File: src/rtl/truth3_checker_sat_cnt.sv
// Saturating up-counter with synchronous clear; holds at all-ones.
module sat_cnt #(
   parameter int unsigned W = 8
) (
   input  logic         clk,
   input  logic         rst,
   input  logic         clr,
   input  logic         inc,
   output logic [W-1:0] q
);

   logic [W-1:0] q_q;
   logic [W-1:0] q_d;

   always_comb begin
      q_d = q_q;
      if (clr) begin
         q_d = '0;
      end else if (inc && (q_q != {W{1'b1}})) begin
         q_d = q_q + W'(1);
      end
   end

   always_ff @(posedge clk) begin
      if (rst) begin
         q_q <= '0;
      end else begin
         q_q <= q_d;
      end
   end

   assign q = q_q;

endmodule

File: config.mk
export PLATFORM = sky130hd
export DESIGN_NAME = sat_cnt
export DESIGN_NICKNAME = d
export VERILOG_FILES = /design/src/rtl/truth3_checker_sat_cnt.sv
export SDC_FILE = /design/constraint.sdc
export NUM_CORES = 1
export LEC_CHECK = 0
export ABC_AREA = 1
export BUFFER_PORTS_ARGS = -buffer_cell sky130_fd_sc_hd__clkbuf_2
export CORE_AREA = 5 5 42 44
export CTS_CLUSTER_DIAMETER = 30
export CTS_CLUSTER_SIZE = 16
export DETAILED_ROUTE_END_ITERATION = 8
export DIE_AREA = 0 0 47 49
export PLACE_DENSITY = 0.55
export SLEW_MARGIN = 0
export SYNTH_ARGS = -nofsm -noshare
export SYNTH_HDL_FRONTEND = slang
export SYNTH_SLANG_ARGS = --single-unit
File: constraint.sdc
create_clock -name clk -period 3.5 [get_ports clk]
set_input_delay 0.35 -clock clk [delete_from_list [all_inputs] [get_ports clk]]
set_output_delay 0.35 -clock clk [all_outputs]
set_load 0.02 [all_outputs]
; After elaboration in Yosys (flattened, before gate mapping)
; Cells that the tools add are included.
[totals]
word_cells = 5
output_inout_bits = 8
reg_bits = 8
in_bits = 4
[op_classes]
n_eq_ne = 1
add_sub_neg = 1
n_reduce_logical = 2
[ops]
columns = operator, count
row1 = 8-bit by 1-bit adder with 8-bit output (second input constant), 1
row2 = 8-bit != test (second input constant), 1
row3 = 2-bit OR reduction, 1
row4 = 1-bit logical AND, 1

; Longest topological paths before layout
[logic_depth]
ltp_word = 2
depth_mapped = 7
mapped_depth_nobuf = 7

; Worst setup path before layout
; No wires, ideal clock.
[synth_path]
path_kind = register to register
from = register q_q[0] (netlist: q[0])
to = register q_q[0] (netlist: q[0])
path_buffers = 0
stages_incl_launch_ff = 7
setup_slack_ps = 2208
arrival_ps = 1177
path_cell_list = dfxtp_1 > ha_1 > nand2_1 > inv_2 > nand3_4 > a21oi_1 > nor2_1
[synth_between]
elab_chain_len = 2
elab_cells_between_ends = 3
cone_classes = add/sub (1) / eq/ne (1) / reduce/logical (1)
[synth_rtl]
columns = element, line_no
row1 = start: declaration, 12  ; logic [W-1:0] q_q;
row2 = start signal: assignment, 28  ; q_q <= q_d;
row3 = "parallel branches: the longest is 2 deep, another holds 8-bit by 1-bit adder with 8-bit output", n/a
; Parallel ways; which one is timed is not known.
; A chain may end at the register's enable or synchronous reset.

; Final worst setup path
; Ends and elaborated chain as after synthesis.

==> impl_metrics.env <==
export IMPL_syn_area_um2=460
export IMPL_area_growth_syn_to_layout_pct=20.4
export IMPL_power_density_nw_per_um2=329
export IMPL_rsz0062_at_grt="no"
export IMPL_ys_seq_area_share_pct=34.8
export IMPL_cts_buffers=3
export IMPL_hp_class="input pin to flop"
export IMPL_hpwl_um=766
export IMPL_netlist_cell_type_count=14
export IMPL_clock_fmax_ghz=0.794
export IMPL_ys_ff_latch=8
export IMPL_worstPathMaxFanout=10
export IMPL_fin_skew_ns=0.00729
export IMPL_wirelength_um=983
export IMPL_h_tree_depth=1
export IMPL_vias=471
export IMPL_first_pass_iters=4
export IMPL_clock_path_buffers=2
export IMPL_dieArea_um2=2300
export IMPL_port_buffers=11
export IMPL_hold_violations=0
export IMPL_start_util_pct=32.9
export IMPL_tns_ns=0
export IMPL_antenna_found_initial=0
export IMPL_swShare_pct=23.9
export IMPL_grt_max_degree=13
export IMPL_end_kind="flop"
export IMPL_holdWs_ns=0.437
export IMPL_numClockSinks=8
export IMPL_ys_flop_type="dfxtp_1"
export IMPL_rows=14
export IMPL_tritoncts="done"
export IMPL_via_per_inst=4.62
export IMPL_postCtsSetupBuffers=0
export IMPL_antenna_cells=0
export IMPL_die_y_um=49
export IMPL_period_share_pct=36.0
export IMPL_insertion_delay_ns=0.25
export IMPL_largest_register_ffs=8
export IMPL_wl_per_cell_um=9.64
export IMPL_crit_required_ns=3.64
export IMPL_finalSetupViolations=0
export IMPL_tightest_slew_ns=0.479
export IMPL_cts_repair_resized=0
export IMPL_synth_nets=78
export IMPL_nets=93
export IMPL_synth_top_cell_area_share_pct=34.8
export IMPL_maxSlewHeadroom_pct=68.0
export IMPL_syn_avg_cell_area_um2=6.31
export IMPL_synth_edf_count=0
export IMPL_crit_type="flop to flop"
export IMPL_pwr_share_seq_pct=52.3
export IMPL_ctsHoldBuffers=0
export IMPL_gr_total_overflow=0
export IMPL_synth_warnings=0
export IMPL_drv_cap=0
export IMPL_synthTopCellsByArea="dfxtp_1 35%, nand2_1 15%, nor2_1 12%"
export IMPL_grt_pass1_wl_um=1680
export IMPL_grt_usage_pct=9.75
export IMPL_antenna_left=0
export IMPL_critPathLaunchType="flop"
export IMPL_drtIter0Drc=10
export IMPL_min_period_ns=1.26
export IMPL_p_leak_nw=0.252
export IMPL_worst_ir_drop_vdd_mv=0.160
export IMPL_p_int_w=0.000139
export IMPL_clkTransAtPathRegs_ns=0.06
export IMPL_clock_tree_root_cell="clkbuf_4"
export IMPL_drc_errors=0
export IMPL_synth_cells=73
export IMPL_comb_power_share_pct=9.4
export IMPL_stdcell_area_um2=554
export IMPL_post_synth_top_count_cell="nand2_1"
export IMPL_arrival_ns=1.40
export IMPL_async_flop_share_pct=0
export IMPL_status="finished clean"
export IMPL_gp_congestion=0.748
export IMPL_synth_common_cells="18 x nand2_1, 15 x nor2_1, 9 x nand3_1"
export IMPL_fillerInstances=165
export IMPL_grt_pass1_vias=407
export IMPL_io_pins=12
export IMPL_synth_area_leader_cell="dfxtp_1"
export IMPL_die_w_um=47
export IMPL_drive_above_1_share_pct=22.1
export IMPL_place_area_um2=532
export IMPL_core_area_um2=1400
export IMPL_clockPowerShare_pct=38.2
export IMPL_p_switching_w=0.0000436
export IMPL_drv_slew=0
[cell usage in the layout, fill, tap and decap left out]
| cell | count |
|---|---|
| nand3_4 | 1 |
| a21oi_1 | 6 |
| nand2_2 | 1 |
| nor2_1 | 15 |
| dfxtp_1 | 8 |
| clkbuf_4 | 3 |
| nand2_1 | 18 |
| ha_1 | 1 |
| nand3_1 | 9 |
| inv_1 | 7 |
| o21ai_0 | 2 |
| nor2_4 | 1 |
| nand4_1 | 1 |
| clkbuf_2 | 11 |
| inv_2 | 2 |
[worst max-delay path, cell delays in order, from the launching register on]
cell	delay, ns
dfxtp_1	0.41
ha_1	0.19
nand2_1	0.09
inv_2	0.11
nand3_4	0.14
a21oi_1	0.15
nor2_1	0.06
[power by group through the flow]
stage / Clock [W] / Sequential, W / Combinational, W
2_1_floorplan: 0 / 0.0000991 / 0.0000101
3_3_place_gp: 0 / 0.0000973 / 0.0000173
3_5_place_dp: 0 / 0.0000973 / 0.0000175
4_1_cts: 0.0000734 / 0.0000953 / 0.0000176
5_1_grt: 0.0000798 / 0.0000956 / 0.0000200
6_report: 0.0000697 / 0.0000953 / 0.0000172
[area by class of cell]
cell class,count,area (um2),share of cell area [%]
inverter,9,33.8,6.09
clock buffer,3,22.5,4.06
multi-input combinational,55,263,47.4
tap,16,20.0,3.61
timing repair buffer,11,55.1,9.93
sequential,8,160,28.9
[worst paths after layout]
kind | cells after the start | to | slack (ns) | startpoint
max | 6 | q[0] | 2.24 | q[0]
min | 4 | q[3] | 0.44 | rst
max reg2reg | 6 | q[0] | 2.24 | q[0]
min reg2reg | 2 | q[6] | 0.50 | q[6]
[stage by stage]
stage	std cells	setup WS (ns)	total power [W]	util, %
final	102	2.24	0.000182	39.6
after CTS	102	2.23	0.000186	39.6
after detailed placement	99	2.23	0.000115	37.9
after global routing	102	2.10	0.000195	39.6
after global placement	99	2.24	0.000115	37.9
after floorplan	73	2.21	0.000109	-
[cells by family after synthesis]
group                      count (synthesis)  synth area share, %
DFF                                        8                 34.8
buffers and inverters                     10                 8.15
AOI/OAI and AO/OA                          8                 8.70
adders and majority gates                  1                 2.72
and+or+nand+nor                           46                 45.7
[layer usage]
metal / GRT usage, % / up-vias / part of all wire [%]
li1: - / 258 / -
met1: 13.7 / 199 / 49
met2: 12.9 / 12 / 43
met3: 2.58 / 2 / 6.5
met4: 5.53 / 0 / 0.81
met5: 0 / - / 0
Power figures use the tool's default switching activity.
